`src/rtl/mult_pkg.sv`:
```
// Shared types and default sizing for the sequential multiplier.
package mult_pkg;

  localparam int unsigned DefWidth     = 32;
  localparam int unsigned DefProdWidth = 2 * DefWidth;

  typedef enum logic [1:0] {
    StIdle,
    StBusy,
    StDone
  } state_e;

endpackage

```
`src/rtl/mult_seq_ctrl_if.sv`:
```
// Execute-stage multiply request/response bundle between the pipeline and the multiplier.
interface mult_seq_ctrl_if
  import mult_pkg::*;
#(
  parameter int unsigned WIDTH = DefWidth
);

  logic             aluormultE;
  logic             signedE;
  logic [WIDTH-1:0] srcaE;
  logic [WIDTH-1:0] srcbE;
  logic             abort;
  logic             prodv;
  logic             busy;
  logic [WIDTH-1:0] hi;
  logic [WIDTH-1:0] lo;

  modport master (
    output aluormultE, signedE, srcaE, srcbE, abort,
    input  prodv, busy, hi, lo
  );

  modport slave (
    input  aluormultE, signedE, srcaE, srcbE, abort,
    output prodv, busy, hi, lo
  );

endinterface

```
`src/rtl/mult_shift_add.sv`:
```
// Shift-add datapath: magnitude operands, in-place accumulation, sign fix-up and HI/LO commit.
module mult_shift_add
  import mult_pkg::*;
#(
  parameter int unsigned WIDTH = DefWidth
) (
  input  logic             clk,
  input  logic             reset,
  input  logic             load_i,
  input  logic             step_i,
  input  logic             commit_i,
  input  logic             signed_i,
  input  logic [WIDTH-1:0] srca_i,
  input  logic [WIDTH-1:0] srcb_i,
  output logic             mplier_zero_o,
  output logic [WIDTH-1:0] hi_o,
  output logic [WIDTH-1:0] lo_o
);

  localparam int unsigned PW = 2 * WIDTH;

  logic [PW-1:0]    mcand_q, mcand_d;
  logic [PW-1:0]    acc_q, acc_d;
  logic [PW-1:0]    acc_next, prod;
  logic [WIDTH-1:0] mplier_q, mplier_d;
  logic [WIDTH-1:0] hi_q, hi_d, lo_q, lo_d;
  logic [WIDTH-1:0] abs_a, abs_b;
  logic             neg_q, neg_d;

  always_comb begin
    // The most negative value maps onto itself, which is the correct unsigned magnitude.
    abs_a    = (signed_i && srca_i[WIDTH-1]) ? (~srca_i + 1'b1) : srca_i;
    abs_b    = (signed_i && srcb_i[WIDTH-1]) ? (~srcb_i + 1'b1) : srcb_i;
    acc_next = acc_q + (mplier_q[0] ? mcand_q : '0);
    prod     = neg_q ? (~acc_next + 1'b1) : acc_next;

    mcand_d  = mcand_q;
    mplier_d = mplier_q;
    acc_d    = acc_q;
    neg_d    = neg_q;
    hi_d     = hi_q;
    lo_d     = lo_q;

    if (load_i) begin
      mcand_d  = {{WIDTH{1'b0}}, abs_a};
      mplier_d = abs_b;
      neg_d    = signed_i & (srca_i[WIDTH-1] ^ srcb_i[WIDTH-1]);
      acc_d    = '0;
    end else if (step_i) begin
      acc_d    = acc_next;
      mcand_d  = mcand_q << 1;
      mplier_d = mplier_q >> 1;
    end

    if (commit_i) begin
      {hi_d, lo_d} = prod;
    end
  end

  always_ff @(posedge clk) begin
    if (reset) begin
      mcand_q  <= '0;
      mplier_q <= '0;
      acc_q    <= '0;
      neg_q    <= 1'b0;
      hi_q     <= '0;
      lo_q     <= '0;
    end else begin
      mcand_q  <= mcand_d;
      mplier_q <= mplier_d;
      acc_q    <= acc_d;
      neg_q    <= neg_d;
      hi_q     <= hi_d;
      lo_q     <= lo_d;
    end
  end

  // Multiplier becomes zero after this cycle's shift.
  assign mplier_zero_o = ~|mplier_q[WIDTH-1:1];
  assign hi_o          = hi_q;
  assign lo_o          = lo_q;

endmodule

```
`src/rtl/mult_seq_ctrl.sv`:
```
// Multi-cycle multiply sequencer: IDLE -> BUSY (one multiplier bit per cycle) -> DONE pulse.
// Define MULT_EARLY_TERM_EN to finish as soon as the remaining multiplier bits are all zero.
module mult_seq_ctrl
  import mult_pkg::*;
#(
  parameter int unsigned WIDTH = DefWidth,
  parameter int unsigned CNTW  = 6
) (
  input  logic            clk,
  input  logic            reset,
  mult_seq_ctrl_if.slave  bus
);

  state_e          state_q;
  logic [CNTW-1:0] cnt_q;
  logic            prodv_q;
  logic            busy_q;

  logic             start, step, last, commit;
  logic             mplier_zero;
  logic [WIDTH-1:0] hi, lo;

  always_comb begin
    start  = (state_q == StIdle) && bus.aluormultE && !bus.abort;
    step   = (state_q == StBusy) && !bus.abort;
`ifdef MULT_EARLY_TERM_EN
    last   = (cnt_q == CNTW'(WIDTH - 1)) || mplier_zero;
`else
    last   = (cnt_q == CNTW'(WIDTH - 1));
`endif
    commit = step && last;
  end

`ifndef MULT_EARLY_TERM_EN
  logic unused_mplier_zero;
  assign unused_mplier_zero = mplier_zero;
`endif

  always_ff @(posedge clk) begin
    if (reset) begin
      state_q <= StIdle;
      cnt_q   <= '0;
      prodv_q <= 1'b0;
      busy_q  <= 1'b0;
    end else begin
      case (state_q)
        StIdle: begin
          if (start) begin
            state_q <= StBusy;
            busy_q  <= 1'b1;
            cnt_q   <= '0;
          end
        end
        StBusy: begin
          if (bus.abort) begin
            state_q <= StIdle;
            busy_q  <= 1'b0;
          end else if (last) begin
            state_q <= StDone;
            busy_q  <= 1'b0;
            prodv_q <= 1'b1;
            cnt_q   <= cnt_q + 1'b1;
          end else begin
            cnt_q   <= cnt_q + 1'b1;
          end
        end
        StDone: begin
          // Abort is ignored here: the product is already committed.
          state_q <= StIdle;
          prodv_q <= 1'b0;
        end
        default: begin
          state_q <= StIdle;
          busy_q  <= 1'b0;
          prodv_q <= 1'b0;
        end
      endcase
    end
  end

  mult_shift_add #(
    .WIDTH (WIDTH)
  ) u_datapath (
    .clk           (clk),
    .reset         (reset),
    .load_i        (start),
    .step_i        (step),
    .commit_i      (commit),
    .signed_i      (bus.signedE),
    .srca_i        (bus.srcaE),
    .srcb_i        (bus.srcbE),
    .mplier_zero_o (mplier_zero),
    .hi_o          (hi),
    .lo_o          (lo)
  );

  assign bus.prodv = prodv_q;
  assign bus.busy  = busy_q;
  assign bus.hi    = hi;
  assign bus.lo    = lo;

endmodule

```
`src/flat_wrapper.sv`:
```
// flat-port wrapper written by rule: the top's interface ports become plain ports
module mult_seq_ctrl_flat import mult_pkg::*;
#(
  parameter int unsigned WIDTH = DefWidth,
  parameter int unsigned CNTW  = 6
)
  (clk, reset, bus_aluormultE, bus_signedE, bus_srcaE, bus_srcbE, bus_abort, bus_prodv, bus_busy, bus_hi, bus_lo);
  mult_seq_ctrl_if #(.WIDTH(WIDTH)) bus_i ();
  input  logic clk;
  input  logic reset;
  input wire logic [$bits(bus_i.aluormultE)-1:0] bus_aluormultE;
  input wire logic [$bits(bus_i.signedE)-1:0] bus_signedE;
  input wire logic [$bits(bus_i.srcaE)-1:0] bus_srcaE;
  input wire logic [$bits(bus_i.srcbE)-1:0] bus_srcbE;
  input wire logic [$bits(bus_i.abort)-1:0] bus_abort;
  output wire logic [$bits(bus_i.prodv)-1:0] bus_prodv;
  output wire logic [$bits(bus_i.busy)-1:0] bus_busy;
  output wire logic [$bits(bus_i.hi)-1:0] bus_hi;
  output wire logic [$bits(bus_i.lo)-1:0] bus_lo;
  assign bus_i.aluormultE = bus_aluormultE;
  assign bus_i.signedE = bus_signedE;
  assign bus_i.srcaE = bus_srcaE;
  assign bus_i.srcbE = bus_srcbE;
  assign bus_i.abort = bus_abort;
  assign bus_prodv = bus_i.prodv;
  assign bus_busy = bus_i.busy;
  assign bus_hi = bus_i.hi;
  assign bus_lo = bus_i.lo;
  mult_seq_ctrl #(.WIDTH(WIDTH), .CNTW(CNTW)) u_core (.clk(clk), .reset(reset), .bus(bus_i));
endmodule
```
`config.mk`:
```
export PLATFORM = sky130hd
export DESIGN_NAME = mult_seq_ctrl_flat
export DESIGN_NICKNAME = d
export VERILOG_FILES = /design/src/rtl/mult_pkg.sv /design/src/rtl/mult_seq_ctrl_if.sv /design/src/rtl/mult_shift_add.sv /design/src/rtl/mult_seq_ctrl.sv /design/src/flat_wrapper.sv
export SDC_FILE = /design/constraint.sdc
export NUM_CORES = 1
export LEC_CHECK = 0
export ABC_AREA = 1
export ABC_CLOCK_PERIOD_IN_PS = 7000
export CAP_MARGIN = 0
export CORE_AREA = 2 2 183 185
export CTS_CLUSTER_SIZE = 8
export DETAILED_ROUTE_END_ITERATION = 10
export DIE_AREA = 0 0 185 187
export PLACE_DENSITY = 0.79
export SLEW_MARGIN = 20
export SYNTH_ARGS = -nofsm -noshare
export SYNTH_HDL_FRONTEND = slang
export SYNTH_SLANG_ARGS = --single-unit
```
`constraint.sdc`:
```
create_clock -name clk -period 7 [get_ports clk]
set_input_delay 1.05 -clock clk [delete_from_list [all_inputs] [get_ports clk]]
set_output_delay 1.05 -clock clk [all_outputs]
set_load 0.005 [all_outputs]
```
==> impl_metrics.toml, run 1 <==
[outcome]
outcome = "complete, no violations"

[setup_path]
start_kind = "flop"
cp.required_ps = 7390
crit_fanout = 46
end_kind = "flop"
cp.arrival_ps = 4890
crit_type = "flop to flop"

[die]
die_area_sq_um = 34600
dieWidth_um = 185
core_sq_um = 32900
rows = 67
io_pins = 135
die_h_um = 187
start_util_pct = 58.6

[synth]
syn_area_per_cell_sq_um = 5.67
synth_cells = 3394
ys_ff_latch = 235
synth.distinct_cells = 47
synth_nets = 3531
ys_seq_area_share_pct = 24.4
synth_area_sq_um = 19300
yosysWarnings = 0

[layout]
drive_gt1_share_pct = 5.21
multi_input_area_sq_um = 12000
area.sequential_sq_um = 4710
nFillCells = 3097
num_antenna_cells = 0
area_delta_synth_final_pct = 13.4
fin_nets = 3610
stdcell_count = 3925

[power]
combPwrFrac_pct = 16.1
switching_share_pct = 29.3
p_seq_share_pct = 39.6
switchingPower_w = 0.00104
power.internal_w = 0.00250
power_density_nw_per_um2 = 162
vdd_drop_max_uv = 238
clkPwrFrac_pct = 44.3
p_leak_nw = 11.5

[place]
gp_congestion = 1.02
place.port_buffers = 134
preCtsSetupSlack_ps = 2250
dp.final_hpwl_um = 51100
dp_cells = 3884

[timing]
maxSlewHeadroom_pct = 34.6
finalCritPeriodShare_pct = 64.2
rsz0062_at_grt = "no"
fin_worst_skew_ps = 16.5
finalWorstPathRequiredPeriod_ps = 4500
max_clock_freq_mhz = 222
finalSetupViolCount = 0
timing.setup.tns_ps = 0
timing.final.ws_setup_ps = 2500
drv_slew = 0
max_slew.worst_pin.slew_ps = 981
hold_viol_final = 0

[clock_network]
clk_pin_slew_ps = 50
cts_buffers = 35
cts.sinks = 235
clk_latency_ps = 550
cts_buffer_depth = 3
cts_root_buf = "clkbuf_16"
h-tree-depth = 2
postCtsSetupBuffers = 0
hold_buffers = 0
cts_tree = "yes"
ctsResizeCount = 0

[global_routing]
grt_overflow_total = 0
grt_pass1_wl_um = 104000
gr-usage-all-layers_pct = 38.1
antenna_found_initial = 0
grt_max_degree = 129
grt_pass1_vias = 19800

[detailed_routing]
routed_wl_um = 65600
wl_per_cell_um = 16.7
vias = 21800
drtAntennaViolNets = 0
dr.pass1.iters = 6
viasPerCell = 5.57
drtIter0Drc = 2003
drc = 0

[worst_hold_path]
hp-class = "flop to flop"

[run]
drv_cap = 0
==> worst paths after layout <==
path | start | to | slack, ps | cells after the start
setup / recovery | u_core.u_datapath.mplier_q[0] | u_core.u_datapath.hi_o[12] | 2500 | 20
hold / removal | u_core.u_datapath.mplier_q[11] | u_core.u_datapath.mplier_q[11] | 460 | 2
setup reg to reg | u_core.u_datapath.mplier_q[0] | u_core.u_datapath.hi_o[12] | 2500 | 20
hold reg to reg | u_core.u_datapath.mplier_q[11] | u_core.u_datapath.mplier_q[11] | 460 | 2
==> cells in the final DEF, fill, tap and decap left out, types with 9 or more instances in the layout <==
cell / synthesis / layout
a21oi_1: 203 / 203
a31oi_1: 9 / 9
buf_4: 1 / 12
clkbuf_16: 0 / 37
clkdlybuf4s50_1: 0 / 133
dfxtp_1: 235 / 233
ha_1: 67 / 67
inv_1: 567 / 567
nand2_1: 1245 / 1245
nand2_2: 48 / 48
nand3_1: 132 / 131
nand3_2: 18 / 19
nand3b_1: 14 / 14
nand4_1: 36 / 36
nor2_1: 290 / 287
nor2_2: 29 / 29
nor3_1: 24 / 24
nor4_1: 14 / 14
o211ai_1: 78 / 78
o21ai_0: 128 / 128
xnor2_1: 29 / 29
xor2_1: 54 / 54
==> cells in the mapped netlist, drive strengths merged <==
| cell | count | area, sq um |
|---|---|---|
| o21ai | 134 | 686 |
| or2 | 5 | 31.3 |
| nor2 | 324 | 1330 |
| o2111ai | 1 | 8.76 |
| buf | 21 | 96.3 |
| inv | 575 | 2160 |
| o211ai | 79 | 598 |
| and3 | 4 | 25.0 |
| nand3b | 14 | 105 |
| nand3 | 150 | 841 |
| nand2 | 1294 | 4980 |
| a32o | 1 | 10.0 |
| xor2 | 54 | 473 |
| nor3b | 2 | 15.0 |
| o21bai | 8 | 60.1 |
| nor3 | 24 | 120 |
| dfxtp | 235 | 4700 |
| o21a | 2 | 15.0 |
| and2 | 1 | 6.26 |
| a31oi | 9 | 56.3 |
| nand4 | 36 | 225 |
| ha | 67 | 838 |
| a21oi | 205 | 1030 |
| nor4 | 14 | 87.6 |
| xnor2 | 31 | 287 |
| o221ai | 5 | 43.8 |
| o211a | 1 | 10.0 |
| clkbuf | 84 | 315 |
| clkinv | 6 | 22.5 |
| fa | 1 | 20.0 |
| a211oi | 2 | 15.0 |
| o31ai | 5 | 37.5 |
==> metrics by stage <==
| step | cell area (sq um) | utilization (%) | hold WS [ps] | power [W] |
|---|---|---|---|---|
| 6_report | 21800 | 66.4 | 464 | 0.00354 |
| 5_1_grt | 21800 | 66.4 | 486 | 0.00366 |
| 4_1_cts | 21800 | 66.4 | 465 | 0.00353 |
| 3_5_place_dp | 20900 | 63.5 | 457 | 0.00198 |
| 3_3_place_gp | 20900 | 63.5 | 448 | 0.00197 |
| 2_1_floorplan | 19300 | - | 441 | 0.00180 |
==> sequential cells by signal (all words and copies together), names as in the netlist <==
register / cells
u_core.bus.prodv: 1
u_core.u_datapath.lo_o: 32
u_core.u_datapath.hi_o: 32
u_core.u_datapath.mplier_q: 32
u_core.u_datapath.acc_q: 64
u_core.bus.busy: 1
u_core.state_q: 2
u_core.cnt_q: 6
u_core.u_datapath.neg_q: 1
u_core.u_datapath.mcand_q: 64
==> power by group through the flow <==
stage / Combinational, W / Sequential, W / Clock (W)
finish: 0.000570 / 0.00140 / 0.00157
global route: 0.000629 / 0.00140 / 0.00162
CTS: 0.000558 / 0.00140 / 0.00158
detailed placement: 0.000554 / 0.00143 / 0
global placement: 0.000544 / 0.00143 / 0
floorplan: 0.000393 / 0.00141 / 0
==> layout make-up <==
type,count,share of cell area (%)
clock buffers,41,4.36
inverters,581,10.0
multi-input cells,2473,54.9
flip-flops and latches,235,21.6
well taps,448,2.57
repair buffers,147,6.59
==> critical path: stages, from the launching register on <==
cell	delay (ps)
dfxtp_2	560
buf_4	500
nand2_1	120
inv_1	70
ha_1	300
nand2_1	150
nor2_1	340
nand2_1	160
nor2_1	310
nand3_1	230
nand3_1	170
nand2_1	60
nand2_1	230
nand2_1	150
nor2_1	180
nand2_1	130
nor2_1	100
nand2_1	60
nand2_2	110
xor2_1	250
a21oi_1	100
==> per-layer routing <==
layer,up-vias,part of all wire [%],GRT usage (%)
met5,-,0,0
met4,0,2.5,10.5
met3,126,10,6.81
met2,1013,43,59.2
met1,10000,44,54.0
li1,10700,-,-
==> logic make-up after synthesis <==
family | count (synthesis) | synth area share (%)
compound gates | 452 | 13.4
flops | 235 | 24.4
xor+xnor | 85 | 3.94
buf+inv | 686 | 13.5
fa+ha+maj | 68 | 4.46
simple gates | 1868 | 40.3
Note: power is estimated with default switching activity, not from simulation.
==> run 2, diff against run 1 <==
ABC_CLOCK_PERIOD_IN_PS = 3900   (was 7000)
CORE_AREA = 2 2 191 193   (was 2 2 183 185)
DIE_AREA = 0 0 193 195   (was 0 0 185 187)
PLACE_DENSITY = 0.76   (was 0.79)
clock period = 3.9 ns   (was 7 ns; I/O delays follow)
==> run 2 against run 1 <==
  * Cell count is 1.1% higher
  * Flip-flop and latch count is the same
  * Count of clock-buffer cells in the layout is the same
  * Hold slack is essentially flat
  * Design area is 1.9% higher
  * Critical path depth decreased by 1
  * Power grew 80%
  * Die area increased by 8.8%
==> impl_metrics.toml, run 2 (same netlist as run 1, synthesis figures left out) <==
[outcome]
outcome = "complete, no violations"

[timing]
fin_worst_skew_ps = 23.3
finalWorstPathRequiredPeriod_ps = 3770
timing.setup.tns_ps = 0
max_slew.worst_pin.slew_ps = 871
hold_viol_final = 0
finalCritPeriodShare_pct = 96.6
finalSetupViolCount = 0
rsz0062_at_grt = "yes"
maxSlewHeadroom_pct = 41.8
max_clock_freq_mhz = 266
drv_slew = 0
timing.final.ws_setup_ps = 134

[global_routing]
grt_pass1_vias = 19800
grt_pass1_wl_um = 104000
grt_max_degree = 168
gr-usage-all-layers_pct = 35.1
grt_overflow_total = 0
antenna_found_initial = 0

[place]
gp_congestion = 1.04
place.port_buffers = 134
preCtsSetupSlack_ps = 34.3
dp_cells = 3928
dp.final_hpwl_um = 52200

[setup_path]
start_kind = "flop"
crit_type = "flop to flop"
cp.arrival_ps = 4170
crit_fanout = 21
end_kind = "flop"
cp.required_ps = 4300

[layout]
area_delta_synth_final_pct = 15.6
fin_nets = 3642
layout_commonest_cell = "nand2_1"
num_antenna_cells = 0
most-common-layout-cells = "nand2_1 (1237), inv_1 (567), nor2_1 (269), dfxtp_1 (233), a21oi_1 (201)"
drive_gt1_share_pct = 7.01
nFillCells = 3473
stdcell_count = 3970
reg_top3 = "u_core.u_datapath.acc_q (64), u_core.u_datapath.mcand_q (64)"

[detailed_routing]
vias = 21500
viasPerCell = 5.42
drtAntennaViolNets = 0
routed_wl_um = 66200
dr.pass1.iters = 6
drtIter0Drc = 2020
wl_per_cell_um = 16.7
drc = 0

[clock_network]
hold_buffers = 0
cts.sinks = 235
cts_buffer_depth = 3
cts_root_buf = "clkbuf_16"
h-tree-depth = 2
clk_pin_slew_ps = 50
cts_buffers = 35
clk_latency_ps = 550
cts_tree = "yes"

[die]
io_pins = 135
rows = 69
die_h_um = 195
dieWidth_um = 193
start_util_pct = 54.4
die_area_sq_um = 37600
core_sq_um = 35400

[power]
power_density_nw_per_um2 = 285
p_leak_nw = 11.7
vdd_drop_max_uv = 319
power.total_w = 0.00635

[worst_hold_path]
hp-class = "flop to flop"

[run]
drv_cap = 0
-- run 2: cell type report --
class / count / area, sq um / area share (%)
Clock buffer: 41 / 951 / 4.27
Inverter: 581 / 2180 / 9.81
Multi-Input combinational cell: 2473 / 12100 / 54.3
Sequential cell: 235 / 4710 / 21.2
Tap cell: 461 / 577 / 2.59
Timing Repair Buffer: 179 / 1740 / 7.82
-- run 2: critical path, cell delays in order (launching register included) --
cell	delay [ps]
dfxtp_4	370
buf_6	170
nand2_1	80
inv_1	60
ha_1	380
nand2_1	170
nor2_2	270
nand2_1	150
nor2_1	110
nand2_1	80
nand3_1	240
nand2_1	90
nand2_1	240
nand2_1	110
nor2_1	230
nand3_2	150
o21ai_2	240
buf_4	150
xor2_1	210
a21oi_1	100
-- run 2: worst paths after layout --
check | slack, ps | cells after the start | end | startpoint
worst max-delay path | 130 | 19 | u_core.u_datapath.hi_o[4] | u_core.u_datapath.mplier_q[0]
worst min register to register | 460 | 2 | u_core.u_datapath.mplier_q[11] | u_core.u_datapath.mplier_q[11]
worst max register to register | 130 | 19 | u_core.u_datapath.hi_o[4] | u_core.u_datapath.mplier_q[0]
worst min-delay path | 460 | 2 | u_core.u_datapath.mplier_q[11] | u_core.u_datapath.mplier_q[11]
-- run 2: routing by layer --
| layer | vias up | part of all wire, % | global-route usage (%) |
|---|---|---|---|
| met5 | - | 0 | 0 |
| met4 | 0 | 2.5 | 10.4 |
| met3 | 106 | 10 | 6.97 |
| met2 | 899 | 43 | 54.0 |
| met1 | 9768 | 45 | 49.4 |
| li1 | 10700 | - | - |
-- run 2: timing repair --
item	4_1_cts	5_1_grt
setup endpoints to repair	0	34
setup buffers	0	1
gates resized for setup	0	39
-- run 2: where the power goes --
part           leakage (nW)  internal (W)  switching, W
clock                 0.467       0.00168       0.00109
combinational          9.30      0.000365      0.000709
sequential             1.90       0.00246     0.0000450
-- run 2: stage by stage --
step | utilization (%) | cell area [sq um] | hold WS (ps)
finish | 62.9 | 22300 | 464
global route | 62.9 | 22300 | 488
CTS | 62.5 | 22100 | 463
detailed placement | 59.8 | 21200 | 455
global placement | 59.8 | 21200 | 451
floorplan | - | 19300 | 441
